--- config.mk ---
export PLATFORM = sky130hd
export DESIGN_NAME = mul_div_unit_flat
export DESIGN_NICKNAME = d
export VERILOG_FILES = /design/src/rtl/mul_div_unit_if.sv /design/src/rtl/mul_div_unit.sv /design/src/flat_wrapper.sv
export SDC_FILE = /design/constraint.sdc
export NUM_CORES = 1
export LEC_CHECK = 0
export ABC_AREA = 1
export CAP_MARGIN = 20
export CORE_UTILIZATION = 55
export CTS_CLUSTER_SIZE = 25
export DETAILED_ROUTE_END_ITERATION = 6
export PLACE_DENSITY = 0.84
export SLEW_MARGIN = 30
export SYNTH_ARGS = -nofsm -noshare
export SYNTH_HDL_FRONTEND = slang
export SYNTH_SLANG_ARGS = --single-unit
--- constraint.sdc ---
create_clock -name clk -period 5.6 [get_ports clk]
set_input_delay 0.56 -clock clk [delete_from_list [all_inputs] [get_ports clk]]
set_output_delay 0.56 -clock clk [all_outputs]
set_load 0.005 [all_outputs]
--- src/rtl/mul_div_unit_if.sv ---
// Request/response bundle between the execute-stage control unit and mul_div_unit.
// The control unit drives start/op/operands; the engine returns busy/done/result.
interface mul_div_unit_if #(
  parameter int WIDTH = 32
);
  logic             start;
  logic [2:0]       op;
  logic [WIDTH-1:0] src_a;
  logic [WIDTH-1:0] src_b;
  logic             busy;
  logic             done;
  logic [WIDTH-1:0] result;

  modport master (output start, op, src_a, src_b, input busy, done, result);
  modport slave  (input start, op, src_a, src_b, output busy, done, result);
endinterface

--- src/rtl/mul_div_unit.sv ---
// Iterative RV32M multiply/divide: radix-2 shift-add multiplier and restoring divider on one datapath.
// Optional MULDIV_EARLY_OUT_EN: zero-operand multiply, divide-by-zero and signed overflow bypass the iterations.
module mul_div_unit #(
  parameter int WIDTH = 32,
  parameter int CNT_W = 6
) (
  input  logic          clk,
  input  logic          rst_n,
  mul_div_unit_if.slave bus
);
  typedef enum logic [1:0] {S_IDLE, S_PREP, S_RUN, S_FIN} state_t;

  state_t           r_state;
  logic [2:0]       r_op;
  logic [WIDTH-1:0] r_a, r_b, r_opnd, r_hi, r_lo, r_result;
  logic             r_neg_q, r_neg_r, r_dz, r_busy, r_done;
  logic [CNT_W-1:0] r_cnt;
`ifdef MULDIV_EARLY_OUT_EN
  logic             r_early;
  logic             w_early;
`endif

  logic               w_is_div, w_a_sgn, w_b_sgn, w_neg_a, w_neg_b, w_sub_ok;
  logic [WIDTH-1:0]   w_mag_a, w_mag_b, w_diff, w_run_hi, w_run_lo;
  logic [WIDTH:0]     w_mul_sum, w_rem_sh;
  logic [2*WIDTH-1:0] w_prod, w_prod_fix;
  logic [WIDTH-1:0]   w_quo, w_rem, w_sel;

  assign w_is_div = r_op[2];
  assign w_a_sgn  = (r_op == 3'b001) || (r_op == 3'b010) || (w_is_div && !r_op[0]);
  assign w_b_sgn  = (r_op == 3'b001) || (w_is_div && !r_op[0]);
  assign w_neg_a  = w_a_sgn & r_a[WIDTH-1];
  assign w_neg_b  = w_b_sgn & r_b[WIDTH-1];
  assign w_mag_a  = w_neg_a ? -r_a : r_a;
  assign w_mag_b  = w_neg_b ? -r_b : r_b;

  // r_opnd is the multiplicand for multiply and the divisor for divide; r_lo is the multiplier/quotient.
  assign w_mul_sum = {1'b0, r_hi} + (r_lo[0] ? {1'b0, r_opnd} : '0);
  assign w_rem_sh  = {r_hi, r_lo[WIDTH-1]};
  assign w_sub_ok  = (w_rem_sh >= {1'b0, r_opnd});
  assign w_diff    = w_rem_sh[WIDTH-1:0] - r_opnd;

  always_comb begin
    w_run_hi = w_mul_sum[WIDTH:1];
    w_run_lo = {w_mul_sum[0], r_lo[WIDTH-1:1]};
    if (w_is_div) begin
      w_run_hi = w_sub_ok ? w_diff : w_rem_sh[WIDTH-1:0];
      w_run_lo = {r_lo[WIDTH-2:0], w_sub_ok};
    end
  end

  // A zero divisor leaves an all-ones quotient and a remainder equal to the original dividend.
  assign w_prod     = {r_hi, r_lo};
  assign w_prod_fix = r_neg_q ? -w_prod : w_prod;
  assign w_quo      = r_dz ? '1  : (r_neg_q ? -r_lo : r_lo);
  assign w_rem      = r_dz ? r_a : (r_neg_r ? -r_hi : r_hi);

  always_comb begin
    case (r_op)
      3'b000:                 w_sel = w_prod_fix[WIDTH-1:0];
      3'b001, 3'b010, 3'b011: w_sel = w_prod_fix[2*WIDTH-1:WIDTH];
      3'b100, 3'b101:         w_sel = w_quo;
      default:                w_sel = w_rem;
    endcase
  end

`ifdef MULDIV_EARLY_OUT_EN
  assign w_early = (w_is_div && (r_b == '0))
                || (w_is_div && !r_op[0] && (r_a == {1'b1, {(WIDTH-1){1'b0}}}) && (r_b == '1))
                || (!w_is_div && ((r_a == '0) || (r_b == '0)));
`endif

  always_ff @(posedge clk or negedge rst_n) begin
    if (!rst_n) begin
      r_state  <= S_IDLE;
      r_op     <= '0;
      r_a      <= '0;
      r_b      <= '0;
      r_opnd   <= '0;
      r_hi     <= '0;
      r_lo     <= '0;
      r_result <= '0;
      r_neg_q  <= 1'b0;
      r_neg_r  <= 1'b0;
      r_dz     <= 1'b0;
      r_busy   <= 1'b0;
      r_done   <= 1'b0;
      r_cnt    <= '0;
`ifdef MULDIV_EARLY_OUT_EN
      r_early  <= 1'b0;
`endif
    end else begin
      r_done <= 1'b0;
      case (r_state)
        S_IDLE: begin
          if (bus.start) begin
            r_op    <= bus.op;
            r_a     <= bus.src_a;
            r_b     <= bus.src_b;
            r_busy  <= 1'b1;
            r_state <= S_PREP;
          end
        end
        S_PREP: begin
          r_neg_q <= w_neg_a ^ w_neg_b;
          r_neg_r <= w_neg_a;
          r_dz    <= w_is_div && (r_b == '0);
          r_opnd  <= w_is_div ? w_mag_b : w_mag_a;
          r_lo    <= w_is_div ? w_mag_a : w_mag_b;
          r_hi    <= '0;
          r_cnt   <= '0;
`ifdef MULDIV_EARLY_OUT_EN
          // Early cases pass through RUN for a single held cycle so done lands three edges after accept.
          r_early <= w_early;
          if (w_early) begin
            r_cnt <= CNT_W'(WIDTH-1);
            if (!w_is_div) r_lo <= '0;
          end
`endif
          r_state <= S_RUN;
        end
        S_RUN: begin
`ifdef MULDIV_EARLY_OUT_EN
          if (!r_early) begin
            r_hi <= w_run_hi;
            r_lo <= w_run_lo;
          end
`else
          r_hi <= w_run_hi;
          r_lo <= w_run_lo;
`endif
          r_cnt <= r_cnt + CNT_W'(1);
          if (r_cnt == CNT_W'(WIDTH-1)) r_state <= S_FIN;
        end
        S_FIN: begin
          r_result <= w_sel;
          r_done   <= 1'b1;
          r_busy   <= 1'b0;
          r_state  <= S_IDLE;
        end
        default: r_state <= S_IDLE;
      endcase
    end
  end

  assign bus.busy   = r_busy;
  assign bus.done   = r_done;
  assign bus.result = r_result;
endmodule

--- src/flat_wrapper.sv ---
// flat-port wrapper written by rule: the top's interface ports become plain ports
module mul_div_unit_flat 
#(
  parameter int WIDTH = 32,
  parameter int CNT_W = 6
)
  (clk, rst_n, bus_start, bus_op, bus_src_a, bus_src_b, bus_busy, bus_done, bus_result);
  mul_div_unit_if #(.WIDTH(WIDTH)) bus_i ();
  input  logic clk;
  input  logic rst_n;
  input wire logic [$bits(bus_i.start)-1:0] bus_start;
  input wire logic [$bits(bus_i.op)-1:0] bus_op;
  input wire logic [$bits(bus_i.src_a)-1:0] bus_src_a;
  input wire logic [$bits(bus_i.src_b)-1:0] bus_src_b;
  output wire logic [$bits(bus_i.busy)-1:0] bus_busy;
  output wire logic [$bits(bus_i.done)-1:0] bus_done;
  output wire logic [$bits(bus_i.result)-1:0] bus_result;
  assign bus_i.start = bus_start;
  assign bus_i.op = bus_op;
  assign bus_i.src_a = bus_src_a;
  assign bus_i.src_b = bus_src_b;
  assign bus_busy = bus_i.busy;
  assign bus_done = bus_i.done;
  assign bus_result = bus_i.result;
  mul_div_unit #(.WIDTH(WIDTH), .CNT_W(CNT_W)) u_core (.clk(clk), .rst_n(rst_n), .bus(bus_i));
endmodule
Yosys cells after proc, flatten, opt, wreduce, memory -nomap -nowiden --
Cells that the tools add are included.
Word-level totals: memories 0, latch bits 0, input port bits 70, word-level logic and storage cells 76, register bits 208, output and inout port bits 34, memory bits (writable) 0, memory bits (read-only) 0
Cells by class: $lt $le $gt $ge 1, $mul 0, shift-type cells 0, reduce and logical (&&, ||, !) cells 16, add/sub/neg operators 8, div/mod/pow operators 0, bitwise operators 3, equality and inequality tests 11, mux-type cells 23
Operator list (number):
- 32-bit 2-to-1 mux | 12
- 32-bit negation | 4
- 32-bit case mux with 2 select lines | 2
- 32-bit case mux with 3 select lines | 1
- 64-bit 2-to-1 mux | 1
- 64-bit negation | 1
- 32-bit by 33-bit adder with 33-bit output | 1
- 33-bit by 32-bit greater-or-equal comparator with 1-bit output | 1
- 32-bit zero test | 1
- 32-bit subtractor | 1
- 6-bit case mux with 2 select lines | 1
- 2-bit case mux with 4 select lines | 1
- 6-bit by 1-bit adder with 6-bit output (second input constant) | 1
- 3-bit by 2-bit equality test with 1-bit output (second input constant) | 2
- 3-bit equality test (second input constant) | 2
- 6-bit by 5-bit equality test with 1-bit output (second input constant) | 1
- 2-bit AND reduction | 3
- 2-bit equality test (second input constant) | 2
- 2-bit 2-to-1 mux | 2
- 2-bit nonzero test | 2
- 3-bit by 1-bit equality test with 1-bit output (second input constant) | 1
- 3-bit zero test | 1
- 1-bit logical OR | 3
- 3-bit OR reduction | 1
- other kinds (11) | 14

Longest topological paths before layout --
Gate-level depths: netlist (run 1).
word-level depth 7, gate-level depth with buffers 21, depth with buffers taken out 19

Worst setup path after synthesis (run 1) --
OpenSTA, ideal clock, no wires.
kind register -> register, start point register u_core.r_lo[0], end point register u_core.r_hi[31], library setup time 66 ps, period minus slack after synthesis 2519 ps, path slack 3081 ps, data required time 5534 ps, path buffers 2, cell stages (with the launch flop) 18, data arrival time 2453 ps, cells stage by stage dfrtp_1 -> buf_6 -> clkbuf_1 -> nand2_1 -> inv_1 -> ha_1 -> inv_1 -> fa_1 -> o21ai_1 -> nand2_1 -> nand2_1 -> nand2_1 -> nand3_1 -> a21oi_1 -> or2_2 -> inv_1 -> nand2_1 -> nand2_1
Between the ends: longest elaborated chain between the ends 4
RTL lines:
- start, declared | RTL line mul_div_unit.sv:15 | logic [WIDTH-1:0] r_a, r_b, r_opnd, r_hi, r_lo, r_result;
- start signal, assigned | RTL line mul_div_unit.sv:109 | r_lo <= w_is_div ? w_mag_a : w_mag_b;
- start signal, assigned | RTL line mul_div_unit.sv:130 | r_lo <= w_run_lo;
- 32-bit 2-to-1 mux | RTL line mul_div_unit.sv:38 | assign w_mul_sum = {1'b0, r_hi} + (r_lo[0] ? {1'b0, r_opnd} : '0);
- 32-bit by 33-bit adder with 33-bit output | RTL line mul_div_unit.sv:38
- 32-bit 2-to-1 mux | RTL line mul_div_unit.sv:46 | if (w_is_div) begin
- 32-bit case mux with 2 select lines | RTL line mul_div_unit.sv:94 | case (r_state)
- end signal, assigned | RTL line mul_div_unit.sv:129 | r_hi <= w_run_hi;
- end, declared | RTL line mul_div_unit.sv:15
Every way passes these cells. A chain may end at the register's enable or synchronous reset.

Worst setup path after layout (run 1) --
start point register u_core.r_lo[0], end point register u_core.r_hi[27]
The elaborated chain is that of the path after synthesis.

==> results.txt, run 1 <==
The run finished, with violations left. The checks that failed: DRC, hold timing. Clock tree synthesis found a total of 208 sinks.

The mux contribution to synthesized area came out at 0%. The kind of end point of the critical path is a register. The worst setup path is of the register to register kind. The critical path goes through buf_4, nand2_1, inv_1, ha_1, inv_1, fa_1, o21ai_1, nand2_1, nand2_1, nand2_1, nand2_1, nand2_1, nand3_1, nand2_1, nor2_1, nor2_1, nand2_1, nand2_1. For this run, the register share of the synthesized area comes to 25.61%. The startpoint identified for the worst register-to-register timing path is u_core.r_lo[0]. The largest net degree at the start of global routing is 109. The number of nets handed over by synthesis was 3525. The slowest stage of the critical path is the dfrtp_1 cell. The area fraction in compound gates after synthesis came out at 15.31%. The worst slew margin relative to its limit came out at 34.57%. The count of unresolved DRC violations after routing came out at 2. The most critical setup path has its startpoint at u_core.r_lo[0].

In this design, the largest share of critical-path delay is due to simple AND/OR/NAND/NOR gates. The clock tree from TritonCTS is yes. The floorplan row count is 70. The share of the synthesized area in the top cell type came out at 25.61%. The count of input and output buffers is 103.

The final net count is 3557. For this run, global-route usage on met3 was measured as 13.88%. The global-route met1 utilization is 57.22%. The worst supply voltage drop on vdd is 421.9 µV.

The number of vias per cell came out at 5.914. The hold buffer count at cts came out at 0. Setup total negative slack on the finished layout was measured at 0 ns. The largest area contributor in the synthesized netlist is dfrtp_1. In this run the most used layer during global routing was met2.

Setup violations remaining at the end of the flow were counted as 0. The placed wire-length estimate after detailed placement is 64.45 mm. The synthesis-to-finish area growth is 11.08%. In this run the power density over the cells is 682.0 nW/µm². The required time of the worst setup path came out at 6.07 ns. The unique cell type count in the Yosys netlist came out at 54. After clock tree synthesis, the setup repair step added 0 buffers. The floorplan core area is 36520 µm². The detailed-router iteration count before antenna repair came out at 7. TritonCTS created 26 clock buffers. The die footprint is 37720 µm². After synthesis, the largest family of logic cells by area is simple AND/OR/NAND/NOR gates. The average cell area after synthesis came out at 6.013 µm². Counting both buffers and inverters, the worst setup path holds a total of 3. Global routing used 43.36% of the available tracks. Among the stages of the critical path, the cell type that occurs most often is nand2_1. The via count of the first global-routing pass is 21167. The number of gates on the worst path with buffers counted is 18. In this run the register-to-register setup slack is 2.47 ns. The final worst hold slack is -0.03438 ns. Routability-driven placement finished with a final weighted congestion of 1.110. The analysis attributes to cell leakage a power of 11.46 nW. The maximum count of clock buffers along a single path came out at 3. The number of warning messages in the yosys log is 0.

In this run the remaining antenna-violating nets after routing total 0. The post-route fraction of the period consumed by the critical path is 55.98%. For the pin with the worst max-slew slack, the measured transition is 0.9754 ns.

The gate count of the mapped netlist came out at 3380. The detailed-route via count is 23060. The global-route wire length before repair is 124.9 mm. Counting flops with a built-in enable in the synthesized netlist gives 0. The number of fill cells is 3592. The number of cells traversed by the worst register-to-register path came out at 18. The final-report max-slew violation count was 0. The antenna diode count is 0. CTS built an H-tree with a depth of 1.

The highest fanout seen on the critical path came out at 32. The initial cell density of the core is 55.65%. Clock-pin slew was measured on the worst setup and hold paths at 0.07 ns.

The final critical delay including setup and external delays came out at 3.135 ns. The class of the tightest hold or removal check is input pin to asynchronous set/reset pin. The largest single stage delay on the critical path is 0.47 ns.

The I/O pin count is 104. The final cell utilization of the core is 61.81%. Dividing the detail-routed wire length by the instance count gives 21.13 µm.

STA classifies the critical path startpoint as a register. Of the cells placed in the final design, the portion with a size suffix greater than 1 is 5.188%. For this run, the top clock speed supported by timing is 319.0 MHz. The endpoint of the worst-slack reg-to-reg timing path is u_core.r_hi[27]. The worst setup path endpoint is u_core.r_hi[27]. The multi-input combinational cell area is 12950 µm². The fraction of the mapped netlist area in adder cells came out at 4.691%. CTS placed an instance of clkbuf_16 at the clock tree root. In this run the horizontal extent of the chip is 194.2 µm. Setup repair after global routing left no endpoint under its margin. In this run, post-CTS repair resized a total of 0 instances. The vertical extent of the die is 194.2 µm. The simple-gate area share of the yosys netlist is 39.99%. The fraction of synthesis flops using an asynchronous set or reset pin is 100.0%. For this block, the initial DRC count from the detailed router was 3235. For the worst setup path, the data arrival time is 3.60 ns. The flip-flop cell with the highest count after synthesis is dfrtp_1. The total overflow left after global routing is 0. The final routed wirelength across all metal layers came out at 82.38 mm. In the final layout, flip-flops and latches occupy 5210 µm². The post-synthesis share of cell area spent on xor and xnor gates is 3.706%.

After synthesis the cells add up to 20320 µm². Ranked by total cell area, the synthesized netlist is headed by dfrtp_1, nand2_1, inv_1. The total count of hold-check failures in the final report came out at 9. Across the run, the number of max-cap violations was 0. The initial antenna violation count came to 2. The flop and latch count out of synthesis is 208.

The clock arrives with 0.02268 ns of skew. The clock latency reported for the late side of the worst-skew pair is 0.59 ns. The global-route met2 utilization came out at 62.04%.
-- layer usage --
layer | part of all wire, % | up-vias
met3 | 14 | 348
met1 | 39 | 10279
met5 | 0.036 | -
met2 | 40 | 1465
met4 | 7.2 | 4
li1 | - | 10964
-- registers in the layout, indices dropped and copies added, names as in the netlist --
| name | cells |
|---|---|
| u_core.bus.result | 32 |
| u_core.r_hi | 32 |
| u_core.bus.done | 1 |
| u_core.r_op | 3 |
| u_core.r_b | 32 |
| u_core.r_state | 2 |
| u_core.r_dz | 1 |
| u_core.r_lo | 32 |
| u_core.bus.busy | 1 |
| u_core.r_cnt | 6 |
| u_core.r_neg_r | 1 |
| u_core.r_neg_q | 1 |
| u_core.r_opnd | 32 |
| u_core.r_a | 32 |
-- worst min-delay path by stage --
stage                                    start                    end  slack, ns  depth (start not counted)
after floorplan                          rst_n        u_core.bus.busy       0.26                          0
after global placement    u_core.bus.result[2]   u_core.bus.result[2]       0.46                          2
after detailed placement  u_core.bus.result[2]   u_core.bus.result[2]       0.47                          2
after CTS                                rst_n  u_core.bus.result[16]       0.03                          1
after global routing                     rst_n  u_core.bus.result[16]       0.07                          1
final                                    rst_n  u_core.bus.result[16]      -0.03                          1
-- metrics by stage --
stage | cell area [µm²] | cells | hold slack [ns] | total power [mW] | setup WS, ns
2_1_floorplan | 20320 | 3380 | 0.2644 | 9.616 | 3.081
3_3_place_gp | 21550 | 3852 | 0.4604 | 12.77 | 2.630
3_5_place_dp | 21550 | 3852 | 0.4651 | 12.84 | 2.581
4_1_cts | 22570 | 3899 | 0.02729 | 14.91 | 2.537
5_1_grt | 22570 | 3899 | 0.06637 | 16.31 | 2.260
6_report | 22570 | 3899 | -0.03438 | 15.40 | 2.465
-- cell usage in the layout, fill, tap and decap left out, drive strengths merged, types with 3 or more instances in the layout --
cell type,instances
nand2,1092
buf,20
clkbuf,29
inv,425
o21a,3
dfrtp,208
clkinv,15
a31oi,6
and2,3
nor2,362
xnor2,12
a21oi,219
nand3,325
nor3,26
o22ai,3
and3,3
o21ai,266
o21bai,6
a22oi,17
o211ai,30
ha,73
or2,22
nand4,37
bufinv,9
nand3b,19
o221ai,15
clkdlybuf4s50,102
xor2,74
-- Yosys cell counts, types with 8 or more instances --
| master | n |
|---|---|
| o21ai_0 | 228 |
| nor2_1 | 334 |
| buf_2 | 21 |
| a22oi_1 | 16 |
| o21ai_1 | 32 |
| nand4_1 | 37 |
| nand3_1 | 307 |
| nand2_2 | 11 |
| xnor2_1 | 12 |
| o221ai_1 | 15 |
| inv_1 | 413 |
| buf_1 | 8 |
| dfrtp_1 | 208 |
| clkbuf_1 | 76 |
| o211ai_1 | 30 |
| nor2_4 | 8 |
| or2_2 | 21 |
| nor2_2 | 18 |
| nand3_2 | 15 |
| nand2_1 | 1076 |
| ha_1 | 73 |
| nor3_1 | 25 |
| nand3b_1 | 19 |
| inv_2 | 13 |
| xor2_1 | 74 |
| a21oi_1 | 217 |
-- final cells by class --
cell class                 instances  area share [%]
multi-input combinational       2623           57.35
sequential                       208           23.08
inverter                         431           7.189
timing repair buffer             122           5.277
clock buffer                      29           2.932
tap                              468           2.594
clock inverter                    18           1.574
-- logic make-up (layout without fill, tap and decap cells) --
family / count (synthesis) / count (layout)
AND/OR/NAND/NOR: 1893 / 1893
AO/OA/AOI/OAI: 569 / 569
buffers and inverters: 549 / 600
flip-flops: 208 / 208
XOR/XNOR: 86 / 86
adder cells (fa/ha/maj): 75 / 75
-- power breakdown --
| group | total (mW) | switching, mW | leakage (nW) | internal [mW] |
|---|---|---|---|---|
| clock network | 2.03 | 0.753 | 0.495 | 1.27 |
| registers | 3.18 | 0.986 | 2.56 | 2.19 |
| logic | 10.2 | 7.14 | 8.40 | 3.05 |
Note: power is estimated with default switching activity, not from simulation.
==> run 2: changes to the inputs <==
--- a/config.mk
+++ b/config.mk
@@ -10,7 +10,7 @@
 export CORE_UTILIZATION = 55
 export CTS_CLUSTER_SIZE = 25
 export DETAILED_ROUTE_END_ITERATION = 6
-export PLACE_DENSITY = 0.84
+export PLACE_DENSITY = 0.87
 export SLEW_MARGIN = 30
 export SYNTH_ARGS = -nofsm -noshare
 export SYNTH_HDL_FRONTEND = slang
==> constraint.sdc (replaced) <==
create_clock -name clk -period 2.85 [get_ports clk]
set_input_delay 0.285 -clock clk [delete_from_list [all_inputs] [get_ports clk]]
set_output_delay 0.285 -clock clk [all_outputs]
set_load 0.005 [all_outputs]
==> results.txt, run 2 (synthesis gave the netlist of run 1 again) <==
The required time of the worst setup path came out at 3.32 ns (-2.75 ns). The total grt overflow is 0 (unchanged). The antenna diode count came out at 0 (unchanged). The accumulated negative setup slack is 0 ns (unchanged).

The fraction of final layout cells with drive strength greater than 1 is 7.423% (+2.2 points). The maximum count of clock buffers along a single path is 3 (unchanged). The final weighted congestion of routability-driven global placement is 1.141 (+2.8%). The count of input and output buffers came out at 103 (unchanged). The worst supply voltage drop on vdd is 968.2 µV (+130%). The maximum single-stage delay on the critical path is 0.64 ns (+0.17 ns). The highest fanout seen on the critical path came out at 14 (-56%).

The root buffer cell chosen for the clock tree is clkbuf_16. The count of unresolved DRC violations after routing is 7 (+5). The number of buffers inserted during clock tree synthesis was 26 (unchanged). The final net count came out at 3642 (+2.4%). The final reports fail on DRC. The total power draw is 30.88 mW (+100%). The count of buffering cells on the critical path with inverters included came out at 1 (-2). The worst setup path is captured at a register. The final critical delay including setup and external delays came out at 2.737 ns (-0.3971 ns). The total count of hold-check failures in the final report is 0 (-9). The detailed-route via count is 23641 (+2.5%). The vertical extent of the die is 194.2 µm (unchanged). The final-report max-slew violation count came out at 0 (unchanged). The number of max-cap violations came out at 0 (unchanged). TritonCTS built the clock tree. Walking the worst path, the cells encountered are ha_1, nand2_2, inv_1, a21oi_2, nand3_2, nand2_1, nand2_2, nand2_4, nand3_4, nand2_1, o21ai_0, nand3_1, nand2_1. The global-route wire length before repair came to 129.6 mm (+3.8%).

The detailed-router iteration count before antenna repair is 7 (unchanged). The initial antenna violation count came out at 2 (unchanged). The largest net degree at the start of global routing came out at 111 (+1.8%). The category of the worst setup path launch point is a register. The DRC violation total after the first TritonRoute iteration came out at 3274 (+1.2%). The most common cell after layout, fill and taps aside is nand2_1. The number of H-tree levels came out at 1 (unchanged). Setup repair after global routing left no endpoint under its margin. The cell type of the slowest stage on the worst timing path is dfrtp_1. The worst setup path is of the register to register kind. The die boundary width came out at 194.2 µm (unchanged). The final worst hold slack is 0.2390 ns (+0.2734 ns). The leakage power of the design is 11.82 nW (+3.1%). The floorplan row count was 70 (unchanged). The most numerous cell type found on the critical path is nand2_1. The post-route fraction of the period consumed by the critical path was 96.05% (+40 points). The I/O pin count came to 104 (unchanged). The peak clock frequency supported by timing came out at 365.3 MHz (+15%).

The global-route usage over all layers was 45.51% (+2.2 points). The area of all placed cells without fillers came out at 23150 µm² (+2.6%). The average wire per standard cell is 21.79 µm (+3.1%). The number of vias per cell is 5.934 (+0.33%). The count of antenna-violating nets left after detailed routing is 0 (unchanged).

The post-placement cell area came out at 22280 µm² (+3.4%). The power density over the cells is 1334 nW/µm² (+96%). The via count of the first global-routing pass is 21460 (+1.4%). In this design, the largest share of critical-path delay is due to simple AND/OR/NAND/NOR gates. The area growth from synthesis to layout is 13.93%. The clock edge transition at the registers on the reported setup and hold paths was 0.06 ns (about the same). The critical path arrival came out at 3.21 ns (-0.39 ns). The run finished, with violations left. The transition at the pin with the smallest max-transition slack was 0.9232 ns (-0.05222 ns). The die footprint is 37720 µm² (unchanged). The top cell types in the final layout, fill and taps aside, are nand2_1, inv_1, nor2_1, nand3_1, o21ai_0. The final routed wirelength across all metal layers is 86.79 mm (+5.4%).

The placed wire-length estimate after detailed placement is 69.47 mm (+7.8%). The class of the tightest hold or removal check is input pin to register. The initial cell density of the core came to 55.65% (unchanged). The final cell utilization of the core came out at 63.40% (+1.6 points). The post-route clock skew was 0.01343 ns (-0.009246 ns). The floorplan core area came out at 36520 µm² (unchanged). The worst slew margin relative to its limit is 38.45% (+3.9 points).

The number of clock sinks is 208 (unchanged). The clock latency reported for the late side of the worst-skew pair came out at 0.59 ns (about the same). The final-report setup violation count is 0 (unchanged).
==> run 2: power by group <==
part | total [mW] | switching, mW | internal (mW)
registers | 5.89 | 1.57 | 4.32
logic | 21.6 | 14.9 | 6.67
clock network | 3.38 | 1.46 | 1.92
==> run 2: stage by stage <==
step | setup WS [ns] | instances
6_report | 0.1125 | 3984
4_1_cts | 0.1769 | 3984
5_1_grt | 0.0003906 | 3984
3_3_place_gp | 0.2014 | 3936
3_5_place_dp | 0.1904 | 3936
2_1_floorplan | 0.3314 | 3380
==> run 2: worst reg2reg max path: stages, from the launching register on <==
cell	delay (ns)
dfrtp_1	0.64
ha_1	0.39
nand2_2	0.14
inv_1	0.06
a21oi_2	0.18
nand3_2	0.15
nand2_1	0.11
nand2_2	0.08
nand2_4	0.14
nand3_4	0.21
nand2_1	0.21
o21ai_0	0.17
nand3_1	0.10
nand2_1	0.06
==> run 2: cell type report <==
| type | count | area [µm²] |
|---|---|---|
| clock inverters | 14 | 156.4 |
| inverters | 431 | 1622 |
| clock buffers | 33 | 696.9 |
| fillers | 3550 | 13370 |
| multi-input cells | 2623 | 12950 |
| flip-flops and latches | 208 | 5211 |
| repair buffers | 207 | 1931 |
| well taps | 468 | 585.6 |
==> run 2: path summary, 6_finish.rpt <==
check	start	endpoint	slack [ns]	cells after the start
worst max-delay path	u_core.r_hi[6]	u_core.r_hi[10]	0.11	13
worst max register to register	u_core.r_hi[6]	u_core.r_hi[10]	0.11	13
worst min register to register	u_core.bus.result[2]	u_core.bus.result[2]	0.48	2
min in group asynchronous	rst_n	u_core.bus.result[28]	0.33	2
max in group asynchronous	rst_n	u_core.r_a[0]	1.70	3
worst min-delay path	bus_src_b[10]	u_core.r_b[10]	0.24	3
==> run 2: metal layers <==
metal	vias to the layer above	track usage, %	share of wire (%)
li1	11133	-	-
met1	10716	62.20	40
met2	1511	66.24	41
met3	277	11.58	13
met4	4	23.28	6.4
met5	-	0	0.026
==> run 2: timing repair <==
item	4_1_cts	5_1_grt
resized for setup	0	3
hold buffers	1	0
endpoints found under the hold margin	71	0
buffers inserted	0	0
setup endpoints to repair	0	5
